--- src/rtl/decode_stage_if.sv ---
// rtl/decode_stage_if.sv - fetch-to-decode and decode-to-execute handshake bundle.
// The slave modport is the decode side; the master modport is the fetch/execute environment.
interface decode_stage_if #(
    parameter int XLEN = 32
);
    logic            in_valid;
    logic            in_ready;
    logic [XLEN-1:0] in_pc;
    logic [31:0]     in_instr;

    logic            out_valid;
    logic            out_ready;
    logic [XLEN-1:0] out_pc;
    logic [6:0]      out_opcode;
    logic [2:0]      out_funct3;
    logic            out_funct7b5;
    logic [4:0]      out_rd;
    logic [4:0]      out_rs1;
    logic [4:0]      out_rs2;
    logic [XLEN-1:0] out_rs1_val;
    logic [XLEN-1:0] out_rs2_val;
    logic [XLEN-1:0] out_imm;
    logic            out_reg_write;
    logic            out_illegal;

    modport slave (
        input  in_valid, in_pc, in_instr, out_ready,
        output in_ready, out_valid, out_pc, out_opcode, out_funct3, out_funct7b5,
               out_rd, out_rs1, out_rs2, out_rs1_val, out_rs2_val, out_imm,
               out_reg_write, out_illegal
    );

    modport master (
        output in_valid, in_pc, in_instr, out_ready,
        input  in_ready, out_valid, out_pc, out_opcode, out_funct3, out_funct7b5,
               out_rd, out_rs1, out_rs2, out_rs1_val, out_rs2_val, out_imm,
               out_reg_write, out_illegal
    );
endinterface

--- src/rtl/decode_stage.sv ---
// rtl/decode_stage.sv - RV32I decode stage: field/immediate decode, register file, registered bundle.
// Owns the integer register file; writeback writes it and bypasses into the capture cycle.
module decode_stage #(
    parameter int XLEN  = 32,
    parameter int NREGS = 32
) (
    input  logic            clk,
    input  logic            reset,
    decode_stage_if.slave   bus,
    input  logic            flush_i,
    input  logic            wb_en_i,
    input  logic [4:0]      wb_rd_i,
    input  logic [XLEN-1:0] wb_data_i
);
    localparam logic [6:0] OPC_LUI    = 7'b0110111;
    localparam logic [6:0] OPC_AUIPC  = 7'b0010111;
    localparam logic [6:0] OPC_JAL    = 7'b1101111;
    localparam logic [6:0] OPC_JALR   = 7'b1100111;
    localparam logic [6:0] OPC_LOAD   = 7'b0000011;
    localparam logic [6:0] OPC_OPIMM  = 7'b0010011;
    localparam logic [6:0] OPC_STORE  = 7'b0100011;
    localparam logic [6:0] OPC_BRANCH = 7'b1100011;
    localparam logic [6:0] OPC_OP     = 7'b0110011;

    typedef enum logic {
        S_EMPTY = 1'b0,
        S_FULL  = 1'b1
    } state_t;

    state_t state_q, state_d;
    logic   capture;

    logic [XLEN-1:0] regs_q [NREGS];

    logic [31:0]     instr;
    logic [6:0]      opcode_c;
    logic [4:0]      rd_c, rs1_c, rs2_c;
    logic [XLEN-1:0] imm_c;
    logic            writes_rd_c;
    logic            illegal_c;
    logic [XLEN-1:0] rs1_val_c, rs2_val_c;

    logic [XLEN-1:0] pc_q;
    logic [6:0]      opcode_q;
    logic [2:0]      funct3_q;
    logic            funct7b5_q;
    logic [4:0]      rd_q, rs1_q, rs2_q;
    logic [XLEN-1:0] rs1_val_q, rs2_val_q;
    logic [XLEN-1:0] imm_q;
    logic            reg_write_q;
    logic            illegal_q;

    assign instr    = bus.in_instr;
    assign opcode_c = instr[6:0];
    assign rd_c     = instr[11:7];
    assign rs1_c    = instr[19:15];
    assign rs2_c    = instr[24:20];

    assign bus.in_ready = flush_i | (state_q == S_EMPTY) | bus.out_ready;
    assign capture      = bus.in_valid & bus.in_ready & ~flush_i;

    always_ff @(posedge clk or posedge reset) begin
        if (reset) begin
            state_q <= S_EMPTY;
        end else begin
            state_q <= state_d;
        end
    end

    // Flush dominates both a new capture and a stalled bundle.
    always_comb begin
        state_d = state_q;
        if (flush_i) begin
            state_d = S_EMPTY;
        end else if (capture) begin
            state_d = S_FULL;
        end else if (bus.out_ready) begin
            state_d = S_EMPTY;
        end
    end

    always_comb begin
        imm_c       = '0;
        writes_rd_c = 1'b0;
        illegal_c   = 1'b0;
        unique case (opcode_c)
            OPC_LUI, OPC_AUIPC: begin
                imm_c       = {instr[31:12], 12'b0};
                writes_rd_c = 1'b1;
            end
            OPC_JAL: begin
                imm_c       = {{(XLEN-21){instr[31]}}, instr[31], instr[19:12],
                               instr[20], instr[30:21], 1'b0};
                writes_rd_c = 1'b1;
            end
            OPC_JALR, OPC_LOAD, OPC_OPIMM: begin
                imm_c       = {{(XLEN-12){instr[31]}}, instr[31:20]};
                writes_rd_c = 1'b1;
            end
            OPC_STORE: begin
                imm_c = {{(XLEN-12){instr[31]}}, instr[31:25], instr[11:7]};
            end
            OPC_BRANCH: begin
                imm_c = {{(XLEN-13){instr[31]}}, instr[31], instr[7],
                         instr[30:25], instr[11:8], 1'b0};
            end
            OPC_OP: begin
                writes_rd_c = 1'b1;
            end
            default: begin
                illegal_c = 1'b1;
            end
        endcase
    end

    // Write-through: a writeback in the capture cycle is visible to the bundle.
    always_comb begin
        rs1_val_c = regs_q[rs1_c];
        rs2_val_c = regs_q[rs2_c];
        if (wb_en_i && (wb_rd_i == rs1_c)) begin
            rs1_val_c = wb_data_i;
        end
        if (wb_en_i && (wb_rd_i == rs2_c)) begin
            rs2_val_c = wb_data_i;
        end
        if (rs1_c == 5'd0) begin
            rs1_val_c = '0;
        end
        if (rs2_c == 5'd0) begin
            rs2_val_c = '0;
        end
    end

    always_ff @(posedge clk or posedge reset) begin
        if (reset) begin
            for (int i = 0; i < NREGS; i++) begin
                regs_q[i] <= '0;
            end
        end else if (wb_en_i && (wb_rd_i != 5'd0)) begin
            regs_q[wb_rd_i] <= wb_data_i;
        end
    end

    // Fields only load on capture, so a stall holds the operand values as read.
    always_ff @(posedge clk or posedge reset) begin
        if (reset) begin
            pc_q        <= '0;
            opcode_q    <= '0;
            funct3_q    <= '0;
            funct7b5_q  <= 1'b0;
            rd_q        <= '0;
            rs1_q       <= '0;
            rs2_q       <= '0;
            rs1_val_q   <= '0;
            rs2_val_q   <= '0;
            imm_q       <= '0;
            reg_write_q <= 1'b0;
            illegal_q   <= 1'b0;
        end else if (capture) begin
            pc_q        <= bus.in_pc;
            opcode_q    <= opcode_c;
            funct3_q    <= instr[14:12];
            funct7b5_q  <= instr[30];
            rd_q        <= rd_c;
            rs1_q       <= rs1_c;
            rs2_q       <= rs2_c;
            rs1_val_q   <= rs1_val_c;
            rs2_val_q   <= rs2_val_c;
            imm_q       <= imm_c;
            reg_write_q <= writes_rd_c & (rd_c != 5'd0);
            illegal_q   <= illegal_c;
        end
    end

    assign bus.out_valid     = (state_q == S_FULL);
    assign bus.out_pc        = pc_q;
    assign bus.out_opcode    = opcode_q;
    assign bus.out_funct3    = funct3_q;
    assign bus.out_funct7b5  = funct7b5_q;
    assign bus.out_rd        = rd_q;
    assign bus.out_rs1       = rs1_q;
    assign bus.out_rs2       = rs2_q;
    assign bus.out_rs1_val   = rs1_val_q;
    assign bus.out_rs2_val   = rs2_val_q;
    assign bus.out_imm       = imm_q;
    assign bus.out_reg_write = reg_write_q;
    assign bus.out_illegal   = illegal_q;
endmodule
--- src/flat_wrapper.sv ---
// flat-port wrapper written by rule: the top's interface ports become plain ports
module decode_stage_flat 
#(
    parameter int XLEN  = 32,
    parameter int NREGS = 32
)
  (clk, reset, flush_i, wb_en_i, wb_rd_i, wb_data_i, bus_in_valid, bus_in_pc, bus_in_instr, bus_out_ready, bus_in_ready, bus_out_valid, bus_out_pc, bus_out_opcode, bus_out_funct3, bus_out_funct7b5, bus_out_rd, bus_out_rs1, bus_out_rs2, bus_out_rs1_val, bus_out_rs2_val, bus_out_imm, bus_out_reg_write, bus_out_illegal);
  decode_stage_if #(.XLEN(XLEN)) bus_i ();
  input  logic clk;
  input  logic reset;
  input  logic flush_i;
  input  logic wb_en_i;
  input  logic [4:0] wb_rd_i;
  input  logic [XLEN-1:0] wb_data_i;
  input wire logic [$bits(bus_i.in_valid)-1:0] bus_in_valid;
  input wire logic [$bits(bus_i.in_pc)-1:0] bus_in_pc;
  input wire logic [$bits(bus_i.in_instr)-1:0] bus_in_instr;
  input wire logic [$bits(bus_i.out_ready)-1:0] bus_out_ready;
  output wire logic [$bits(bus_i.in_ready)-1:0] bus_in_ready;
  output wire logic [$bits(bus_i.out_valid)-1:0] bus_out_valid;
  output wire logic [$bits(bus_i.out_pc)-1:0] bus_out_pc;
  output wire logic [$bits(bus_i.out_opcode)-1:0] bus_out_opcode;
  output wire logic [$bits(bus_i.out_funct3)-1:0] bus_out_funct3;
  output wire logic [$bits(bus_i.out_funct7b5)-1:0] bus_out_funct7b5;
  output wire logic [$bits(bus_i.out_rd)-1:0] bus_out_rd;
  output wire logic [$bits(bus_i.out_rs1)-1:0] bus_out_rs1;
  output wire logic [$bits(bus_i.out_rs2)-1:0] bus_out_rs2;
  output wire logic [$bits(bus_i.out_rs1_val)-1:0] bus_out_rs1_val;
  output wire logic [$bits(bus_i.out_rs2_val)-1:0] bus_out_rs2_val;
  output wire logic [$bits(bus_i.out_imm)-1:0] bus_out_imm;
  output wire logic [$bits(bus_i.out_reg_write)-1:0] bus_out_reg_write;
  output wire logic [$bits(bus_i.out_illegal)-1:0] bus_out_illegal;
  assign bus_i.in_valid = bus_in_valid;
  assign bus_i.in_pc = bus_in_pc;
  assign bus_i.in_instr = bus_in_instr;
  assign bus_i.out_ready = bus_out_ready;
  assign bus_in_ready = bus_i.in_ready;
  assign bus_out_valid = bus_i.out_valid;
  assign bus_out_pc = bus_i.out_pc;
  assign bus_out_opcode = bus_i.out_opcode;
  assign bus_out_funct3 = bus_i.out_funct3;
  assign bus_out_funct7b5 = bus_i.out_funct7b5;
  assign bus_out_rd = bus_i.out_rd;
  assign bus_out_rs1 = bus_i.out_rs1;
  assign bus_out_rs2 = bus_i.out_rs2;
  assign bus_out_rs1_val = bus_i.out_rs1_val;
  assign bus_out_rs2_val = bus_i.out_rs2_val;
  assign bus_out_imm = bus_i.out_imm;
  assign bus_out_reg_write = bus_i.out_reg_write;
  assign bus_out_illegal = bus_i.out_illegal;
  decode_stage #(.XLEN(XLEN), .NREGS(NREGS)) u_core (.clk(clk), .reset(reset), .bus(bus_i), .flush_i(flush_i), .wb_en_i(wb_en_i), .wb_rd_i(wb_rd_i), .wb_data_i(wb_data_i));
endmodule
--- config.mk ---
export PLATFORM = sky130hd
export DESIGN_NAME = decode_stage_flat
export DESIGN_NICKNAME = d
export VERILOG_FILES = /design/src/rtl/decode_stage_if.sv /design/src/rtl/decode_stage.sv /design/src/flat_wrapper.sv
export SDC_FILE = /design/constraint.sdc
export NUM_CORES = 2
export LEC_CHECK = 0
export ABC_CLOCK_PERIOD_IN_PS = 118500
export BUFFER_PORTS_ARGS = -buffer_cell sky130_fd_sc_hd__buf_4
export CAP_MARGIN = 10
export CORE_MARGIN = 4
export CORE_UTILIZATION = 60
export CTS_CLUSTER_SIZE = 24
export DETAILED_ROUTE_END_ITERATION = 10
export PLACE_DENSITY = 0.85
export SYNTH_ARGS = -nofsm -noshare
export SYNTH_HDL_FRONTEND = slang
export SYNTH_SLANG_ARGS = --single-unit
--- constraint.sdc ---
create_clock -name clk -period 118.5 [get_ports clk]
set_clock_uncertainty 0.15 [all_clocks]
set_input_delay 29.625 -clock clk [delete_from_list [all_inputs] [get_ports clk]]
set_output_delay 29.625 -clock clk [all_outputs]
set_load 0.01 [all_outputs]
==> flow_metrics.env <==
export IMPL_hold_path_class="reg -> reg"
export IMPL_start_util_pct=60.4
export IMPL_synthFlopType="dfrtp_1"
export IMPL_endpoint_kind="primary output"
export IMPL_final_min_clock_period_ps=60220
export IMPL_dieArea_um2=106000
export IMPL_power_density_nw_per_um2=17.2
export IMPL_firstDrtPassIters=8
export IMPL_vias=42544
export IMPL_synth_net_count=4366
export IMPL_drtAntennaViolNets=0
export IMPL_tightest_slew_ps=1380
export IMPL_placedCellCount=5434
export IMPL_cts_root_buffer="clkbuf_16"
export IMPL_synth_top_cell_by_area="dfrtp_1"
export IMPL_cts_max_path_buffers=3
export IMPL_numCtsBuffers=121
export IMPL_finalHoldViolCount=0
export IMPL_port_buffers=264
export IMPL_netlist_instances=4259
export IMPL_grt_ovfl_total=0
export IMPL_worst_slack_ps=58280
export IMPL_whs_ps=247
export IMPL_drc=0
export IMPL_multi_input_area_um2=28800
export IMPL_die_y_um=325
export IMPL_dp_hpwl_um=106000
export IMPL_syn_to_final_growth_pct=10.8
export IMPL_hold_end="u_core.regs_q[1023]$_DFFE_PP0P_"
export IMPL_synth_edf_count=0
export IMPL_max_freq_mhz=16.6
export IMPL_synth_top_area_share_pct=49.0
export IMPL_cts_hold_buf=0
export IMPL_rsz0062_at_grt="false"
export IMPL_busiest_layer="met2"
export IMPL_drive_gt1_share_pct=45.7
export IMPL_viasPerCell=7.51
export IMPL_clk_insertion_delay_late_ps=720
export IMPL_syn_area_per_cell_um2=14.2
export IMPL_ys_types=55
export IMPL_pin_count=265
export IMPL_track_usage_pct=35.0
export IMPL_place_ws_ps=58290
export IMPL_worstSetupPathType="in -> out"
export IMPL_yosysWarnings=0
export IMPL_grtUsageMet1_pct=45.7
export IMPL_yosysMostFrequentCell="dfrtp_1"
export IMPL_postSynth_asyncResetShare_pct=100
export IMPL_cts_clk_slew_worst_paths_ps=60
export IMPL_critical_path_peak_fanout=4
export IMPL_routedWlPerCell_um=33.1
export IMPL_regArea_um2=29600
export IMPL_reg2reg_to="u_core.bus.out_rs1_val[9]$_DFFE_PP0P_"
export IMPL_htree_levels=3
export IMPL_grt_start_max_net_pins=171
export IMPL_regToRegSetupSlack_ps=114830
export IMPL_grtUsageMet2_pct=52.4
export IMPL_synth_common_cells="dfrtp_1 (1181), mux2_2 (1023), mux4_2 (354), mux2i_1 (317), clkbuf_1 (308)"
export IMPL_core_region_area_um2=99900
export IMPL_status="finished, final reports clean"
export IMPL_post_cts_buffers=0
export IMPL_holdCritStartpoint="u_core.regs_q[1023]$_DFFE_PP0P_"
export IMPL_grt_pass1_vias=43664
export IMPL_cts_tree="yes"
export IMPL_place_gp_congestion=0.894
export IMPL_syn_cell_area_um2=60300
export IMPL_wl_um=187000
export IMPL_ys_ff_latch=1181
export IMPL_setup_viol=0
export IMPL_whs_path_depth=0
export IMPL_worstReg2RegStart="u_core.bus.out_valid$_DFFE_PP0P_"
export IMPL_synth_area_top_cells="dfrtp_1 (49%), mux2_2 (19%), mux4_2 (13%), mux2i_1 (5.3%), clkbuf_1 (1.9%)"
export IMPL_setup_tns_ps=0
export IMPL_yosysSeqAreaShare_pct=49.0
export IMPL_n_fill_cell=6695
export IMPL_initialDrtViolationCount=5503
export IMPL_cp_arrival_ps=30450
export IMPL_dieWidth_um=325
export IMPL_num_rows=116
export IMPL_max_slew_margin_rel_pct=5.39
export IMPL_maxSlewViolCount=0
export IMPL_r2r_cells=7
export IMPL_required_ps=88720
export IMPL_nets=4366
export IMPL_met3_usage_pct=11.2
export IMPL_setup_worst_path_start_class="input pin"
export IMPL_instances_no_fill=5668
export IMPL_cts_sinks=1181
export IMPL_cts_resized=0
export IMPL_leakagePower_uw=0.0296
export IMPL_ir_worst_vdd_uv=13.0
export IMPL_antenna_found_initial=7
export IMPL_grt_pass1_wl_um=280000
export IMPL_max_cap_violations=0
export IMPL_finalCritPeriodShare_pct=50.8
## worst max-delay path, stage by stage
cell      delay (ps)
buf_4            110
nor2b_1          360
nand2b_1         170
buf_4            180
## cell type report
type	count	share of cell area [%]
repair buffers	361	4.12
well taps	1298	2.43
inverters	3	0.0281
flip-flops and latches	1181	44.2
clock buffers	185	5.49
clock inverters	38	0.599
multi-input cells	2591	43.1
diodes	11	0.0412
## per-stage QoR
stage | utilization (%) | cell area, um2 | total power [uW]
4_1_cts | 66.9 | 66800 | 1150
5_1_grt | 66.9 | 66800 | 1190
2_1_floorplan | - | 60300 | 689
3_3_place_gp | 62.8 | 62700 | 742
6_report | 66.9 | 66800 | 1150
3_5_place_dp | 62.8 | 62700 | 758
## sequential cells by signal (all words and copies together), names as in the netlist, 3 cells and up
name                    flops
u_core.bus.out_rs2_val     32
u_core.bus.out_funct3       3
u_core.bus.out_rs2          5
u_core.bus.out_pc          32
u_core.bus.out_imm         32
u_core.bus.out_opcode       7
u_core.bus.out_rs1_val     32
u_core.regs_q            1024
u_core.bus.out_rs1          5
u_core.bus.out_rd           5
## worst max-delay path by stage
stage / startpoint / endpoint / slack [ps] / cells past startpoint
6_report: bus_out_ready / bus_in_ready / 58280 / 4
5_1_grt: bus_out_ready / bus_in_ready / 58220 / 4
4_1_cts: bus_out_ready / bus_in_ready / 58280 / 4
3_5_place_dp: bus_out_ready / bus_in_ready / 58290 / 4
3_3_place_gp: bus_out_ready / bus_in_ready / 58330 / 4
2_1_floorplan: reset / u_core.bus.out_funct3[0]$_DFFE_PP0P_ / 55460 / 1
## cell families (layout without fill, tap and decap cells)
family | Yosys count | in the layout | share of synthesized area (%)
AOI/OAI and AO/OA | 558 | 558 | 7.27
other | 0 | 11 | 0
buffers and inverters | 487 | 587 | 3.65
and+or+nand+nor | 329 | 329 | 2.34
DFF | 1181 | 1181 | 49.0
xor gates and xnor gates | 10 | 10 | 0.145
muxes | 1694 | 1694 | 37.6
## power breakdown
group	switching, uW	total (uW)	internal [uW]
Clock	163	390	227
Sequential	57.8	536	478
Combinational	94.7	222	128
## cell usage in the layout, fill, tap and decap left out, types with 8 or more instances in the layout
cell type	n
dfrtp_1	1181
mux2_2	1023
buf_4	355
mux4_2	354
mux2i_1	317
nand2_1	197
clkbuf_16	123
o221ai_1	95
a221oi_1	67
a221o_1	65
a21oi_1	63
a2111oi_0	63
a22o_1	52
o21ai_0	37
clkbuf_8	36
a211oi_1	33
o22ai_1	32
nor2_1	30
clkbuf_1	26
clkinv_2	21
a22oi_1	19
nor2_4	18
nor3_1	18
nand2_2	16
a31oi_1	13
diode_2	11
o21ai_1	8
## layer usage
layer	vias to the layer above	wire length, um	share of wire [%]
met1	22107	67700	36
met3	803	24200	13
met2	3141	83800	45
met5	-	150	0.080
met4	8	11700	6.2
li1	16485	-	-
(Power assumes the default switching activity.)
